### src/rtl/pcm_to_pdm_modulator_if.sv
// PCM sample stream port: a valid/ready push interface.
// Signal names are written from the modulator's point of view.
interface pcm_to_pdm_modulator_if #(
  parameter int PCM_WIDTH = 16
);
  logic [PCM_WIDTH-1:0] pcm_data_i;
  logic                 pcm_valid_i;
  logic                 pcm_ready_o;

  modport master (
    output pcm_data_i,
    output pcm_valid_i,
    input  pcm_ready_o
  );

  modport slave (
    input  pcm_data_i,
    input  pcm_valid_i,
    output pcm_ready_o
  );
endinterface

### src/rtl/pcm_to_pdm_modulator.sv
// First-order sigma-delta modulator: signed PCM samples from a small FIFO become a 1-bit PDM
// stream with its own bit clock. Each sample is held for OSR PDM bits.
module pcm_to_pdm_modulator #(
  parameter int PCM_WIDTH  = 16,
  parameter int CLK_DIV    = 100,
  parameter int OSR        = 64,
  parameter int FIFO_DEPTH = 8
) (
  input  logic                         clk_i,
  input  logic                         rst_n_i,
  input  logic                         enable_i,
  pcm_to_pdm_modulator_if.slave        pcm_if,
  output logic                         pdm_clk_o,
  output logic                         pdm_data_o,
  output logic                         fifo_empty_o,
  output logic                         underflow_o
);

  localparam int DIV_W = (CLK_DIV > 2) ? $clog2(CLK_DIV) : 1;
  localparam int OSR_W = (OSR > 2) ? $clog2(OSR) : 1;
  localparam int PTR_W = (FIFO_DEPTH > 2) ? $clog2(FIFO_DEPTH) : 1;
  localparam int CNT_W = PTR_W + 1;

  localparam logic [DIV_W-1:0] DIV_LAST = DIV_W'(CLK_DIV - 1);
  localparam logic [DIV_W-1:0] DIV_HALF = DIV_W'(CLK_DIV / 2);
  localparam logic [OSR_W-1:0] OSR_LAST = OSR_W'(OSR - 1);
  localparam logic [CNT_W-1:0] CNT_FULL = CNT_W'(FIFO_DEPTH);

  typedef enum logic {
    ST_IDLE = 1'b0,
    ST_RUN  = 1'b1
  } state_t;

  // Offset-binary view of a two's-complement sample: -full scale maps to 0.
  function automatic logic [PCM_WIDTH-1:0] to_offset(input logic [PCM_WIDTH-1:0] s);
    return {~s[PCM_WIDTH-1], s[PCM_WIDTH-2:0]};
  endfunction

  state_t                 r_state;
  logic [DIV_W-1:0]       r_div_cnt;
  logic [OSR_W-1:0]       r_osr_cnt;
  logic [PCM_WIDTH-1:0]   r_acc;
  logic [PCM_WIDTH-1:0]   r_cur_sample;
  logic                   r_pdm_clk;
  logic                   r_pdm_data;
  logic                   r_underflow;

  logic [PCM_WIDTH-1:0]   r_mem [FIFO_DEPTH];
  logic [PTR_W-1:0]       r_wr_ptr;
  logic [PTR_W-1:0]       r_rd_ptr;
  logic [CNT_W-1:0]       r_count;
  logic                   r_ready;
  logic                   r_empty;

  logic                   w_tick;
  logic                   w_boundary;
  logic                   w_push;
  logic                   w_pop;
  logic [DIV_W-1:0]       w_div_nxt;
  logic [OSR_W-1:0]       w_osr_nxt;
  logic [PCM_WIDTH-1:0]   w_sample;
  logic [PCM_WIDTH:0]     w_sum;
  logic [CNT_W-1:0]       w_count_nxt;

  // A tick is withheld on the disabling edge so a sample is never popped and then discarded.
  assign w_tick     = (r_state == ST_RUN) && enable_i && (r_div_cnt == DIV_LAST);
  assign w_boundary = w_tick && (r_osr_cnt == '0);
  assign w_push     = pcm_if.pcm_valid_i && r_ready;
  assign w_pop      = w_boundary && !r_empty;

  // Next counters, the sample used for this tick and the accumulator sum.
  always_comb begin
    w_div_nxt = '0;
    w_osr_nxt = '0;
    w_sample  = r_cur_sample;
    if (r_div_cnt == DIV_LAST) begin
      w_div_nxt = '0;
    end else begin
      w_div_nxt = r_div_cnt + DIV_W'(1);
    end
    if (r_osr_cnt == OSR_LAST) begin
      w_osr_nxt = '0;
    end else begin
      w_osr_nxt = r_osr_cnt + OSR_W'(1);
    end
    if (w_boundary) begin
      if (r_empty) begin
        w_sample = '0;
      end else begin
        w_sample = r_mem[r_rd_ptr];
      end
    end else begin
      w_sample = r_cur_sample;
    end
    w_sum = {1'b0, r_acc} + {1'b0, to_offset(w_sample)};
  end

  // FIFO occupancy after this cycle's push/pop.
  always_comb begin
    w_count_nxt = r_count;
    case ({w_push, w_pop})
      2'b10:   w_count_nxt = r_count + CNT_W'(1);
      2'b01:   w_count_nxt = r_count - CNT_W'(1);
      default: w_count_nxt = r_count;
    endcase
  end

  // Modulator FSM: bit clock divider, oversampling counter, accumulator and registered outputs.
  always_ff @(posedge clk_i or negedge rst_n_i) begin
    if (!rst_n_i) begin
      r_state      <= ST_IDLE;
      r_div_cnt    <= '0;
      r_osr_cnt    <= '0;
      r_acc        <= '0;
      r_cur_sample <= '0;
      r_pdm_clk    <= 1'b0;
      r_pdm_data   <= 1'b0;
      r_underflow  <= 1'b0;
    end else begin
      case (r_state)
        ST_IDLE: begin
          r_div_cnt   <= '0;
          r_osr_cnt   <= '0;
          r_acc       <= '0;
          r_pdm_clk   <= 1'b0;
          r_pdm_data  <= 1'b0;
          r_underflow <= 1'b0;
          if (enable_i) begin
            r_state <= ST_RUN;
          end else begin
            r_state <= ST_IDLE;
          end
        end
        ST_RUN: begin
          if (!enable_i) begin
            r_state     <= ST_IDLE;
            r_div_cnt   <= '0;
            r_osr_cnt   <= '0;
            r_acc       <= '0;
            r_pdm_clk   <= 1'b0;
            r_pdm_data  <= 1'b0;
            r_underflow <= 1'b0;
          end else begin
            r_state     <= ST_RUN;
            r_div_cnt   <= w_div_nxt;
            r_pdm_clk   <= (w_div_nxt >= DIV_HALF);
            r_underflow <= w_boundary && r_empty;
            if (w_tick) begin
              r_osr_cnt    <= w_osr_nxt;
              r_acc        <= w_sum[PCM_WIDTH-1:0];
              r_pdm_data   <= w_sum[PCM_WIDTH];
              r_cur_sample <= w_sample;
            end else begin
              r_osr_cnt    <= r_osr_cnt;
              r_acc        <= r_acc;
              r_pdm_data   <= r_pdm_data;
              r_cur_sample <= r_cur_sample;
            end
          end
        end
        default: begin
          r_state     <= ST_IDLE;
          r_div_cnt   <= '0;
          r_osr_cnt   <= '0;
          r_acc       <= '0;
          r_pdm_clk   <= 1'b0;
          r_pdm_data  <= 1'b0;
          r_underflow <= 1'b0;
        end
      endcase
    end
  end

  // FIFO pointers, occupancy and the registered ready/empty flags.
  always_ff @(posedge clk_i or negedge rst_n_i) begin
    if (!rst_n_i) begin
      r_wr_ptr <= '0;
      r_rd_ptr <= '0;
      r_count  <= '0;
      r_ready  <= 1'b1;
      r_empty  <= 1'b1;
    end else begin
      if (w_push) begin
        r_wr_ptr <= r_wr_ptr + PTR_W'(1);
      end else begin
        r_wr_ptr <= r_wr_ptr;
      end
      if (w_pop) begin
        r_rd_ptr <= r_rd_ptr + PTR_W'(1);
      end else begin
        r_rd_ptr <= r_rd_ptr;
      end
      r_count <= w_count_nxt;
      r_ready <= (w_count_nxt != CNT_FULL);
      r_empty <= (w_count_nxt == '0);
    end
  end

  // Sample storage; a reset flushes it through the pointers, so the array itself is not cleared.
  always_ff @(posedge clk_i) begin
    if (w_push) begin
      r_mem[r_wr_ptr] <= pcm_if.pcm_data_i;
    end
  end

  assign pcm_if.pcm_ready_o = r_ready;
  assign pdm_clk_o          = r_pdm_clk;
  assign pdm_data_o         = r_pdm_data;
  assign fifo_empty_o       = r_empty;
  assign underflow_o        = r_underflow;

endmodule

### src/flat_wrapper.sv
// flat-port wrapper written by rule: the top's interface ports become plain ports
module pcm_to_pdm_modulator_flat 
#(
  parameter int PCM_WIDTH  = 16,
  parameter int CLK_DIV    = 100,
  parameter int OSR        = 64,
  parameter int FIFO_DEPTH = 8
)
  (clk_i, rst_n_i, enable_i, pdm_clk_o, pdm_data_o, fifo_empty_o, underflow_o, pcm_if_pcm_data_i, pcm_if_pcm_valid_i, pcm_if_pcm_ready_o);
  pcm_to_pdm_modulator_if #(.PCM_WIDTH(PCM_WIDTH)) pcm_if_i ();
  input  logic clk_i;
  input  logic rst_n_i;
  input  logic enable_i;
  output logic pdm_clk_o;
  output logic pdm_data_o;
  output logic fifo_empty_o;
  output logic underflow_o;
  input wire logic [$bits(pcm_if_i.pcm_data_i)-1:0] pcm_if_pcm_data_i;
  input wire logic [$bits(pcm_if_i.pcm_valid_i)-1:0] pcm_if_pcm_valid_i;
  output wire logic [$bits(pcm_if_i.pcm_ready_o)-1:0] pcm_if_pcm_ready_o;
  assign pcm_if_i.pcm_data_i = pcm_if_pcm_data_i;
  assign pcm_if_i.pcm_valid_i = pcm_if_pcm_valid_i;
  assign pcm_if_pcm_ready_o = pcm_if_i.pcm_ready_o;
  pcm_to_pdm_modulator #(.PCM_WIDTH(PCM_WIDTH), .CLK_DIV(CLK_DIV), .OSR(OSR), .FIFO_DEPTH(FIFO_DEPTH)) u_core (.clk_i(clk_i), .rst_n_i(rst_n_i), .enable_i(enable_i), .pcm_if(pcm_if_i), .pdm_clk_o(pdm_clk_o), .pdm_data_o(pdm_data_o), .fifo_empty_o(fifo_empty_o), .underflow_o(underflow_o));
endmodule
### config.mk
export PLATFORM = sky130hd
export DESIGN_NAME = pcm_to_pdm_modulator_flat
export DESIGN_NICKNAME = d
export VERILOG_FILES = /design/src/rtl/pcm_to_pdm_modulator_if.sv /design/src/rtl/pcm_to_pdm_modulator.sv /design/src/flat_wrapper.sv
export SDC_FILE = /design/constraint.sdc
export NUM_CORES = 1
export LEC_CHECK = 0
export CORE_MARGIN = 8
export CORE_UTILIZATION = 30
export DETAILED_ROUTE_END_ITERATION = 7
export PLACE_DENSITY = 0.42
export SLEW_MARGIN = 20
export SYNTH_ARGS = -nofsm -noshare
export SYNTH_HDL_FRONTEND = slang
export SYNTH_SLANG_ARGS = --single-unit
### constraint.sdc
create_clock -name clk_i -period 4.5 [get_ports clk_i]
set_input_delay 1.35 -clock clk_i [delete_from_list [all_inputs] [get_ports clk_i]]
set_output_delay 1.35 -clock clk_i [all_outputs]
set_load 0.02 [all_outputs]
# --- Word-level counts from Yosys, hierarchy flattened ---
# Memory sizes are Yosys's and may differ from the RTL's.
# Index checks and enable logic that the tools add are counted.
# Widths: inputs -> output; s select.
totals:
  output_inout_bits: 5
  word_cells: 63
  ff_bits: 61
  ram_bits: 128
  n_memories: 1
  in_bits: 20
mem_list:
  columns: ["memory", "depth", "word_bits", "rd", "rd_clocked_by_memory_dff", "write_ports", "line", "rtl"]
  rows:
  - ["u_core.r_mem", 8, 16, 1, 0, 1, "pcm_to_pdm_modulator.sv:48", "logic [PCM_WIDTH-1:0] r_mem [FIFO_DEPTH];"]
op_classes:
  add_sub_neg: 7
  mux: 23
  n_eq_ne: 6
  n_reduce_logical: 10
  n_lt_le_gt_ge: 1
  n_bitwise: 2
op_table:
  columns: ["operator", "count"]
  rows:
  - ["$mux 16", 4]
  - ["$pmux 16 s2", 1]
  - ["$mux 6", 3]
  - ["$add 16x16->17", 1]
  - ["$mux 7", 2]
  - ["$pmux 7 s2", 1]
  - ["$pmux 6 s2", 1]
  - ["$pmux 4 s2", 1]
  - ["$add 7x1->7 const B", 1]
  - ["$eq 7x7->1 const B", 1]
  - ["$ge 7x6->1 const B", 1]
  - ["$mux 1", 7]
  - ["$add 3x1->3 const B", 2]
  - ["$add 6x1->6 const B", 1]
  - ["$eq 6x6->1 const B", 1]
  - ["$logic_and 1x1->1", 6]
  - ["$logic_not 6->1", 1]
  - ["$pmux 1 s2", 3]
  - ["$add 4x1->4 const B", 1]
  - ["$logic_not 4->1", 1]
  - ["$ne 4x4->1 const B", 1]
  - ["$sub 4x1->4 const B", 1]
  - ["$ne 3x3->1 const B", 1]
  - ["$reduce_and 3->1", 1]
  - ["other kinds (4)", 5]

# --- Depth between registers and ports, before layout ---
# Gate-level depths: netlist of the first run.
logic_depth:
  word_depth: 9
  ltp_mapped: 16
  mapped_depth_nobuf: 14

# --- Least setup slack after synthesis of the first run ---
# OpenSTA, ideal clock, no wires.
synth_timing:
  path_type: "input-to-reg"
  from: "input enable_i"
  to: "register u_core.r_acc[8]"
  required_time_ns: 4.431
  arrival_time_ns: 4.313
  setup_slack_ns: 0.118
  path_buffers: 3
  setup_time_ns: 0.069
  stages: 15
  path_cell_list: "and2_1 > clkbuf_1 > nand2_1 > or3_1 > clkbuf_1 > clkbuf_1 > o2bb2ai_1 > ha_1 > inv_1 > fa_1 > and3b_1 > o211a_1 > o211a_1 > or4_1 > nand3_1"
synth_via:
  elab_chain_cells: 8
  elab_cells_between_ends: 9
  classes_between: "1 x add/sub; 1 x eq/ne; 4 x mux; 3 x reduce/logical"
synth_rtl:
  columns: ["element", "line", "rtl"]
  rows:
  - ["start: declaration", "flat_wrapper.sv:13", "input logic enable_i;"]
  - ["$logic_and 1x1->1 (2 in a row)", "pcm_to_pdm_modulator.sv:66", "assign w_tick = (r_state == ST_RUN) && enable_i && (r_div_cnt == DIV_LAST);"]
  - ["$logic_and 1x1->1", "pcm_to_pdm_modulator.sv:67", "assign w_boundary = w_tick && (r_osr_cnt == '0);"]
  - ["$mux 16", "pcm_to_pdm_modulator.sv:86", "if (w_boundary) begin"]
  - ["net u_core.w_sample[0]", "pcm_to_pdm_modulator.sv:61", "logic [PCM_WIDTH-1:0] w_sample;"]
  - ["$add 16x16->17", "pcm_to_pdm_modulator.sv:95", "w_sum = {1'b0, r_acc} + {1'b0, to_offset(w_sample)};"]
  - ["$mux 16", "pcm_to_pdm_modulator.sv:148", "if (w_tick) begin"]
  - ["$mux 16", "pcm_to_pdm_modulator.sv:135", "if (!enable_i) begin"]
  - ["$pmux 16 s2", "pcm_to_pdm_modulator.sv:120", "case (r_state)"]
  - ["end signal: assignment", "pcm_to_pdm_modulator.sv:150", "r_acc <= w_sum[PCM_WIDTH-1:0];"]
  - ["end signal: assignment", "pcm_to_pdm_modulator.sv:155", "r_acc <= r_acc;"]
  - ["end: declaration", "pcm_to_pdm_modulator.sv:42", "logic [PCM_WIDTH-1:0] r_acc;"]
# The timed path passes the listed nets, and every way through them passes these cells. The select of a mux whose other input is x is not followed.
# A chain may end at the register's enable or synchronous reset.

# --- Worst setup path in the final report of the first run ---
layout_timing:
  from: "input enable_i"
  to: "register u_core.r_pdm_data (netlist: u_core.pdm_data_o)"
layout_via:
  elab_cells_between_ends: 10
  classes_between: "1 x add/sub; 1 x eq/ne; 4 x mux; 1 x bitwise; 3 x reduce/logical"
layout_rtl:
  columns: ["element", "line", "rtl"]
  rows:
  - ["$logic_and 1x1->1 (2 in a row)", "pcm_to_pdm_modulator.sv:66", null]
  - ["$logic_and 1x1->1", "pcm_to_pdm_modulator.sv:67", null]
  - ["$mux 16", "pcm_to_pdm_modulator.sv:86", null]
  - ["net u_core.w_sample[10]", "pcm_to_pdm_modulator.sv:61", null]
  - ["$add 16x16->17", "pcm_to_pdm_modulator.sv:95", null]
  - ["$mux 1", "pcm_to_pdm_modulator.sv:148", null]
  - ["$mux 1", "pcm_to_pdm_modulator.sv:135", null]
  - ["$pmux 1 s2", "pcm_to_pdm_modulator.sv:120", null]
  - ["end signal: assignment", "pcm_to_pdm_modulator.sv:151", "r_pdm_data <= w_sum[PCM_WIDTH];"]
  - ["end signal: assignment", "pcm_to_pdm_modulator.sv:156", "r_pdm_data <= r_pdm_data;"]
  - ["end: declaration", "pcm_to_pdm_modulator.sv:45", "logic r_pdm_data;"]
# The timed path passes the listed nets, and every way through them passes these cells. The select of a mux whose other input is x is not followed.

==> impl_results.md, run 1 <==
* Core Rows at 61
* Data required, critical path at 4870 ps
* N_diodes at 0
* Vias per std cell at roughly 4.8
* Clock-pin slew on the worst setup and hold paths at ~80 ps
* Post-synth top flop: edfxtp_1
* Sequential area share after synthesis at 63.28%
* Crit-path max FO at 17
* Post-CTS Setup Inserts at 0
* Die ar. at roughly 0.034 mm²
* DR iter-0 viols at about 320
* Worst Hold Class: reg2reg
* Post-Syn Area at ~0.0085 mm²
* Global-route usage over all layers at a little under an eighth
* Initial Util at 30.48%
* Vias at 4948
* Die X-Extent at ~180 µm
* Remaining routing DRC violations at 0
* Relative slew slack at roughly 60%
* Vias in the first global route at between 5000 and 6000
* Largest net degree at the start of global routing at between 40 and 50
* MaxCap Viol Count at 0
* Leak pwr at 3.753 nW
* Filler Cell Count at between 2000 and 3000
* Number of synthesized flops with an enable pin at 128
* Ratio of cells with drive above 1 in the final layout at 20.92%
* I/O Pins at 25
* Crit end category: flop
* Clock root buffer master: clkbuf_16
* Die height at 184.2 µm
* Gr ovfl total at 0
* RSZ-0062 raised after global routing: false
* Syn Nets at 622
* DRT antenna net count at 0
* CTS max path bufs at 2
* Setup-failing EPs final at 0
* Minimum clock period at approximately 4200 ps
* DP HPWL at approximately 13000 µm
* H-tree levels at 4
* Final std cell area, no fill at just over 0.01 mm²
* Fin. Hold Viols at 0
* Total Routed Length at 19080 µm
* GPL Wtd Cong at 0.7975
* Syn Inst Count at 572
* Post-CTS Resized at 0
* Pwr Total at 4.225 mW
* Area delta synth->final at 19.42%
* DP Worst Slack at -85.96 ps
* PwrDens at ~420 mW/mm²
* Synthesized area per cell at 14.84 µm²
* CTS tree: yes
* Pre-antenna DRT Iters at 4
* Drt wl/cell at 18.47 µm
* Worst path arrival time at 4560 ps
* First-pass GRT wire length at 30580 µm
* CORE AREA at 0.02786 mm²
* VDD IR max at about 0.25 mV
* Post-synth cell types at 56
* Max Clk Rate at 0.2390 GHz
* Port-buffer cells at 24
* Dpl cells at about 1000
* Synth warnings at 0
* Worst slew pin tran at 606.1 ps
* Finished Layout Cells at about 1000
* Worst skew pair latency at about 440 ps
* CP Launch Type: input pin
* Slew Viols, Final at 0
* Fin util at 36.40%
* Worst hold slack at 487.8 ps
* Sum Neg Setup Slack at 0 ps
* Initial antenna violation count at 1
* Final WS setup at 315.5 ps
* Area after DPL at approximately 0.0095 mm²
* Setup Skew at approximately 17 ps
* Clock sinks at 189
* Hold_buf cts at 0
* Register bit total from synthesis at 189
* Post-synth ARST share at about a third
* Status: finished clean
* Period utilisation layout at 92.99%
* WS Path Type: in2reg
* CTS buffer count at 17
* Fin nets at 692
-- layout by cell type (no fill, tap or decap), types with 4 or more instances in the layout --
master | synthesis | final
inv_1 | 19 | 19
mux2i_1 | 16 | 16
o2bb2ai_1 | 28 | 28
ha_1 | 28 | 28
nor3_1 | 12 | 7
inv_12 | 0 | 8
nand2_1 | 38 | 38
clkdlybuf4s50_1 | 0 | 23
a21oi_1 | 19 | 19
dfrtp_1 | 59 | 58
buf_4 | 0 | 53
nand3_1 | 17 | 17
nor3_2 | 0 | 5
edfxtp_1 | 128 | 128
a211oi_1 | 6 | 6
a21o_1 | 11 | 11
nor2_1 | 29 | 29
and3_1 | 5 | 5
o211ai_1 | 6 | 6
mux4_2 | 32 | 32
clkbuf_16 | 0 | 17
xor2_1 | 8 | 8
xnor2_1 | 13 | 13
o211a_1 | 4 | 4
o21ai_0 | 15 | 15
-- per-layer routing --
layer	part of all wire (%)	vias up	track usage (%)	wire length (µm)
li1	-	2361	-	-
met1	47	2529	15.11	8926
met2	50	44	20.39	9577
met3	2.0	12	2.343	381
met4	0.94	2	3.324	180
met5	0.068	-	0	13
-- path summary, 6_finish.rpt --
path | startpoint | end | slack (ps) | cells past startpoint
setup / recovery | enable_i | u_core.pdm_data_o$_DFFE_PN0P_ | 320 | 12
hold / removal | u_core.r_cur_sample[15]$_DFFE_PN0P_ | u_core.r_cur_sample[15]$_DFFE_PN0P_ | 490 | 1
setup reg to reg | u_core.r_div_cnt[3]$_DFF_PN0_ | u_core.pdm_data_o$_DFFE_PN0P_ | 590 | 12
hold reg to reg | u_core.r_cur_sample[15]$_DFFE_PN0P_ | u_core.r_cur_sample[15]$_DFFE_PN0P_ | 490 | 1
max in group asynchronous | rst_n_i | u_core.r_rd_ptr[0]$_DFFE_PN0P_ | 2670 | 2
min in group asynchronous | rst_n_i | u_core.pdm_clk_o$_DFF_PN0_ | 840 | 1
-- synthesized netlist by cell type, types with 8 or more instances --
master,count,share of area (%)
a21o_1,11,0.97
a21oi_1,19,1.1
clkbuf_1,16,0.71
dfrtp_1,59,17
edfxtp_1,128,45
ha_1,28,4.1
inv_1,19,0.84
mux2i_1,16,1.9
mux4_2,32,8.5
nand2_1,38,1.7
nand3_1,17,1.0
nor2_1,29,1.3
nor3_1,12,0.71
o21ai_0,15,0.88
o2bb2ai_1,28,2.9
xnor2_1,13,1.3
xor2_1,8,0.83
-- flip-flops by register name, summed over array words and instances, names as in the netlist, 3 cells and up --
register	count
u_core.r_wr_ptr	3
u_core.r_osr_cnt	6
u_core.r_acc	16
u_core.r_rd_ptr	3
u_core.r_cur_sample	16
u_core.r_mem	128
u_core.r_div_cnt	7
u_core.r_count	4
-- cell type report --
type	count	area (µm²)	area share, %
Clock buffer	17	425.4	4.195
Inverter	19	71.32	0.7034
Sequential cell	189	5374	53.00
Multi-Input combinational cell	338	2947	29.06
Clock inverter	15	216.5	2.135
Tap cell	378	473.0	4.664
Timing Repair Buffer	77	633.1	6.244
-- where the power goes --
group	leakage [nW]	internal, mW	switching [mW]	total, mW
logic	1.46	0.165	0.277	0.442
registers	1.99	2.08	0.0802	2.16
clock network	0.308	0.791	0.830	1.62
-- critical path: stages --
cell and delay (ps):
clkdlybuf4s50_1 540, and2_1 170, nand2_1 70, or3_1 440, buf_4 230, o2bb2ai_1 160
ha_1 330, and4_1 280, o2111ai_1 180, a31o_2 280, o41ai_1 330, o211a_1 200
-- cells by family (layout without fill, tap and decap cells) --
kind of cell	after synthesis	count (layout)	synth area share [%]
compound gates	111	111	9.520
xor+xnor	21	21	2.166
mux	51	51	10.82
simple gates	125	125	7.236
fa+ha+maj	30	30	4.598
buf+inv	45	128	2.387
flops	189	189	63.28
Note: power is estimated with default switching activity, not from simulation.
==> inputs of run 2 (changes only) <==
--- a/config.mk
+++ b/config.mk
@@ -5,10 +5,10 @@
 export SDC_FILE = /design/constraint.sdc
 export NUM_CORES = 1
 export LEC_CHECK = 0
+export CORE_ASPECT_RATIO = 1.25
 export CORE_MARGIN = 8
-export CORE_UTILIZATION = 30
+export CORE_UTILIZATION = 40
 export DETAILED_ROUTE_END_ITERATION = 7
-export PLACE_DENSITY = 0.42
 export SLEW_MARGIN = 20
 export SYNTH_ARGS = -nofsm -noshare
 export SYNTH_HDL_FRONTEND = slang
==> run 2 against run 1 <==
  * Combinational power shrank 1%
  * Fmax fell by 0.88%
  * Global-route usage is 2.2 points higher
  * Sequential share of layout area increased by 1.6 points
  * Die area decreased by 23%
  * Routed wire length fell by 8.5%
  * Final area fell by 2.9%
  * Highest routed layer is now met4
  * Largest cell class unchanged
  * Clock skew fell by 7.4 ps
  * Flip-flop and latch count is the same
  * Sequential power barely moved
==> impl_results.md, run 2 (same netlist as run 1, synthesis figures left out) <==
* DP HPWL at 11580 µm (-7.5%)
* Commonest non-fill, non-tap cell in the layout: edfxtp_1
* Sequential share of power at 53.3% (+2.1 points)
* Status: finished clean
* VDD IR max at 0.2824 mV (+14%)
* Ratio of cells with drive above 1 in the final layout at 18.94% (-2.0 points)
* Met2 routed WL at 8791 µm (-8.2%)
* Die height at 178.9 µm (-2.9%)
* Met3 WL at 647 µm (+70%)
* CP Launch Type: input pin
* Net Switching at 1.024 mW (-14%)
* Pre-antenna DRT Iters at 4 (unchanged)
* Sum Neg Setup Slack at 0 ps (unchanged)
* Data required, critical path at 4850 ps (-20 ps)
* Worst reg-to-reg path cell count at 11 (-1)
* CTS tree: yes
* Hold path endpoint: u_core.r_cur_sample[15]$_DFFE_PN0P_
* Worst Hold Depth at 1 (unchanged)
* HP Start: u_core.r_cur_sample[15]$_DFFE_PN0P_
* Crit-path max FO at 13 (-4)
* Minimum clock period at 4222 ps (+37.12 ps)
* Largest net degree at the start of global routing at 35 (-24%)
* Hold_buf cts at 0 (unchanged)
* Port-buffer cells at 24 (unchanged)
* Remaining routing DRC violations at 0 (unchanged)
* Internal power at 3.030 mW (-0.23%)
* CTS max path bufs at 2 (unchanged)
* WS Path Type: in2reg
* Setup-failing EPs final at 0 (unchanged)
* Max Used Layer: met4
* Clock-pin slew on the worst setup and hold paths at 70 ps (about the same)
* Post-CTS Resized at 0 (unchanged)
* Finished Layout Cells at 918 (-11%)
* Total Routed Length at 17460 µm (-8.5%)
* H-tree levels at 4 (unchanged)
* Crit end category: flop
* CTS buffer count at 17 (unchanged)
* Max Clk Rate at 0.2369 GHz (-0.88%)
* Initial antenna violation count at 0 (-1)
* Post-CTS Setup Inserts at 0 (unchanged)
* Area delta synth->final at 15.99%
* Start of the worst register-to-register path: u_core.r_div_cnt[3]$_DFF_PN0_
* GPL Wtd Cong at 0.8668 (+8.7%)
* Worst skew pair latency at 430 ps (about the same)
* Max FFs per register at 128 (unchanged)
* N_diodes at 0 (unchanged)
* Most frequent cells in the layout: edfxtp_1, dfrtp_1, buf_4, nand2_1, mux4_2
* MaxCap Viol Count at 0 (unchanged)
* Vias at 5001 (+1.1%)
* Most frequent cell on the critical path: o21ai_0
* Die ar. at 0.02617 mm² (-23%)
* Vias per std cell at 5.448 (+14%)
* Setup Skew at 10.07 ps (-7.358 ps)
* Vias in the first global route at 5226 (-1.6%)
* Dpl cells at 886 (-11%)
* Clock share of power at 35.9% (-2.5 points)
* First-pass GRT wire length at 28170 µm (-7.9%)
* Drt wl/cell at 19.02 µm (+3.0%)
* Sw Share at 25.26% (-2.9 points)
* DR iter-0 viols at 333 (+5.4%)
* Worst R2R End: u_core.r_acc[9]$_DFFE_PN0P_
* Slowest-stage cell, CP: o21ai_0
* DRT antenna net count at 0 (unchanged)
* Metal-1 WL at 7650 µm (-14%)
* Die X-Extent at 146.3 µm (-21%)
* Gr ovfl total at 0 (unchanged)
* Worst slew pin tran at 744.8 ps (+138.7 ps)
* Largest regs: u_core.r_mem (128), u_core.r_acc (16), u_core.r_cur_sample (16)
* Critical Path, Cell by Cell: clkdlybuf4s50_1, and2_1, nand2_1, or3_1, buf_4, o2bb2ai_1, ha_1, o21ai_0, o21ai_0, a211oi_1, or4_1, o211ai_1
* PwrDens at 411.6 mW/mm² (-1.2%)
* Max stage delay on crit path at 590 ps (+50 ps)
* Core Rows at 59 (-3.3%)
* Slew Viols, Final at 0 (unchanged)
* Logic pwr share at 10.8% (+0.3 points)
* Initial Util at 40.79% (+10 points)
* Fin nets at 681 (-1.6%)
* R2R Setup Slk at 580 ps (about the same)
* Worst path arrival time at 4570 ps (about the same)
* Leak pwr at 3.653 nW (-2.7%)
* Top reg by flops: u_core.r_mem
* Period utilisation layout at 93.81% (+0.82 points)
* Global-route usage over all layers at 14.07% (+2.2 points)
* Clock sinks at 189 (unchanged)
* Clock root buffer master: clkbuf_16
* RSZ-0062 raised after global routing: false
* Filler Cell Count at 1858 (-29%)
* Pwr Total at 4.054 mW (-4.1%)
* Worst Hold Class: reg2reg
* CORE AREA at 0.02082 mm² (-25%)
* Relative slew slack at 49.82% (-9.8 points)
* I/O Pins at 25 (unchanged)
* Fin. Hold Viols at 0 (unchanged)
## run 2: cell type report
class,count,area (µm²),share of cell area (%)
clock buffers,20,436.7,4.434
multi-input cells,338,2947,29.92
clock inverters,12,126.4,1.283
well taps,274,342.8,3.481
flip-flops and latches,189,5374,54.57
repair buffers,66,550.5,5.590
inverters,19,71.32,0.7242
## run 2: per-layer routing
metal / global-route usage (%) / up-vias
met1: 16.88 / 2544
met3: 3.434 / 30
met4: 5.118 / 0
met2: 24.29 / 89
met5: 0 / -
li1: - / 2338
## run 2: worst max-delay path by stage
stage / from / to / slack, ps / cells past startpoint
3_5_place_dp: enable_i / u_core.r_acc[9]$_DFFE_PN0P_ / -110 / 12
3_3_place_gp: enable_i / u_core.r_acc[9]$_DFFE_PN0P_ / -9 / 12
2_1_floorplan: enable_i / u_core.r_acc[8]$_DFFE_PN0P_ / 120 / 15
5_1_grt: enable_i / u_core.r_acc[9]$_DFFE_PN0P_ / 90 / 12
4_1_cts: enable_i / u_core.r_acc[9]$_DFFE_PN0P_ / 340 / 12
6_report: enable_i / u_core.r_acc[9]$_DFFE_PN0P_ / 280 / 12
## run 2: critical path, delay by kind of cell
family          cells  cell delay, ps
simple gates        4            1070
fa+ha+maj           1             310
compound gates      5            1100
buf+inv             2             730
## run 2: power by group through the flow
stage | clock [mW] | sequential, mW | combinational, mW
CTS | 1.48 | 2.16 | 0.449
detailed placement | 0 | 2.20 | 0.448
finish | 1.45 | 2.16 | 0.437
global placement | 0 | 2.19 | 0.436
global route | 1.56 | 2.18 | 0.483
floorplan | 0 | 2.18 | 0.250
## run 2: through the flow
step / setup WS (ps) / util (%) / hold slack (ps) / area, µm²
floorplan: 117.9 / - / 449.5 / 8491
global placement: -9.283 / 44.60 / 458.8 / 9285
detailed placement: -112.6 / 44.60 / 465.0 / 9285
CTS: 335.8 / 47.31 / 480.7 / 9848
global route: 91.13 / 47.31 / 501.9 / 9848
finish: 278.4 / 47.31 / 481.8 / 9848
==> edit, RTL diff (flow settings as in run 1) <==
`PCM_WIDTH` is set to 16 in 3 places; all go to 20.
--- a/src/rtl/pcm_to_pdm_modulator_if.sv
+++ b/src/rtl/pcm_to_pdm_modulator_if.sv
@@ -3,3 +3,3 @@
 interface pcm_to_pdm_modulator_if #(
-  parameter int PCM_WIDTH = 16
+  parameter int PCM_WIDTH = 20
 );
--- a/src/rtl/pcm_to_pdm_modulator.sv
+++ b/src/rtl/pcm_to_pdm_modulator.sv
@@ -3,3 +3,3 @@
 module pcm_to_pdm_modulator #(
-  parameter int PCM_WIDTH  = 16,
+  parameter int PCM_WIDTH  = 20,
   parameter int CLK_DIV    = 100,
--- a/src/flat_wrapper.sv
+++ b/src/flat_wrapper.sv
@@ -3,3 +3,3 @@
 #(
-  parameter int PCM_WIDTH  = 16,
+  parameter int PCM_WIDTH  = 20,
   parameter int CLK_DIV    = 100,
Ports: changed (resized pcm_if_pcm_data_i); port bits go from 25 to 29. No check against the original RTL was run, so the function may have changed too.
==> edit against run 1 <==
Setup slack lost 100 ps; final area rose by 21%; core utilization up 0.49 points; sequential cell count grew 40; final cell count up 23%; synthesized area up 19%; largest cell class unchanged; critical path type unchanged; critical endpoint unchanged; total power up 25%; wire length is 22% higher; maximum frequency shrank 2.4%.
==> edit: results (changes against run 1) <==
metric	value	unit	change
largest net degree at the start of global routing	70		was 46
WHS Endpoint	u_core.r_cur_sample[7]$_DFFE_PN0P_		was u_core.r_cur_sample[15]$_DFFE_PN0P_
H-Tree Depth	1		was 4
I/O Buffers	28		was 24
reg2reg start	u_core.r_osr_cnt[2]$_DFFE_PN0P_		was u_core.r_div_cnt[3]$_DFF_PN0_
Critical Path AT	4740	ps	was 4560 ps
clock slew at reported path FFs	60	ps	was 80 ps
Reg2Reg Setup Slack	720	ps	was 590 ps
most frequent cells after synthesis	edfxtp_1, nand2_1, dfrtp_1		was edfxtp_1, dfrtp_1, nand2_1
EDFF count, synth	160		was 128
share of cells above drive strength 1	21.9	%	was 20.9%
nets	855		was 692
Slowest Stage Delay on Critical Path	510	ps	was 540 ps
CP Max Fanout	23		was 17
Placed Area	0.0114	mm²	was 0.00950 mm²
first-pass GRT wire length	36800	µm	was 30600 µm
Synth cell types	55		was 56
Rel. slew slack	32.7	%	was 59.6%
Peak VDD IR	0.323	mV	was 0.248 mV
Area contributors post-synth	edfxtp_1, dfrtp_1, mux4_2		unchanged
iteration-0 DRC count of the detailed router	326		was 316
CTS Buf Count	28		was 17
placed cells	1216		was 1001
CTS max path bufs	3		was 2
cell family with most CP delay	simple AND/OR/NAND/NOR gates		was compound AO/OA/AOI/OAI gates
initial antenna violation count	0		was 1
hold_ws	466	ps	was 488 ps
share of flip-flops with an asynchronous set or reset	30.1	%	was 32.3%
Syn Area/Cell	14.5	µm²	was 14.8 µm²
biggest regs	u_core.r_mem: 160 flops, u_core.r_acc: 20 flops, u_core.r_cur_sample: 20 flops		was u_core.r_mem: 128 flops, u_core.r_acc: 16 flops, u_core.r_cur_sample: 16 flops
Hold Path Stages	2		was 1
hold path start	u_core.r_cur_sample[7]$_DFFE_PN0P_		was u_core.r_cur_sample[15]$_DFFE_PN0P_
post-detail-place hpwl	14900	µm	was 12500 µm
Clock Latency Late Sink	560	ps	was 440 ps
number of global-route vias before repair	6392		was 5311
status	finished, final reports clean		unchanged
DP Worst Slack	-510	ps	was -86.0 ps
vias per cell	4.81		was 4.79
clk_skew	42.3	ps	was 17.4 ps
Total GRT Usage	11.9	%	about the same
register area share after synthesis	64.6	%	was 63.3%
edit: logic make-up (layout without fill, tap and decap cells):
logic type,Yosys count,count (layout),synth area share (%)
DFF,229,229,64.6
and+or+nand+nor,172,172,8.19
AOI/OAI and AO/OA,124,124,7.29
muxes,64,64,11.3
buffers and inverters,52,171,2.21
adders and majority gates,33,33,4.23
xor gates and xnor gates,25,25,2.17
edit: power breakdown:
part / switching [mW] / total (mW) / internal [mW]
Sequential: 0.0879 / 2.63 / 2.55
Clock: 0.868 / 2.12 / 1.26
Combinational: 0.347 / 0.532 / 0.185
Total: 1.30 / 5.29 / 3.99
edit: layer usage:
| metal | GRT usage [%] | routed length (µm) | vias up |
|---|---|---|---|
| li1 | - | - | 2856 |
| met5 | 0 | 0 | - |
| met4 | 3.13 | 531 | 0 |
| met1 | 15.6 | 10500 | 3099 |
| met3 | 1.89 | 826 | 34 |
| met2 | 20.5 | 11400 | 106 |
edit: worst max-delay path by stage:
stage	cells past startpoint	start	slack [ps]	end
after floorplan	15	enable_i	180	u_core.pdm_data_o$_DFFE_PN0P_
after global placement	14	enable_i	-430	u_core.r_acc[16]$_DFFE_PN0P_
after detailed placement	14	enable_i	-510	u_core.r_acc[16]$_DFFE_PN0P_
after CTS	14	enable_i	40	u_core.r_acc[16]$_DFFE_PN0P_
after global routing	14	enable_i	40	u_core.pdm_data_o$_DFFE_PN0P_
final	14	enable_i	210	u_core.pdm_data_o$_DFFE_PN0P_
edit: layout make-up:
type	instances	area, µm²	share of cell area, %
clock buffers	34	723	5.88
multi-input cells	418	3400	27.6
clock inverters	16	155	1.26
repair buffers	103	866	7.03
inverters	18	67.6	0.549
flip-flops and latches	229	6540	53.1
well taps	448	561	4.55
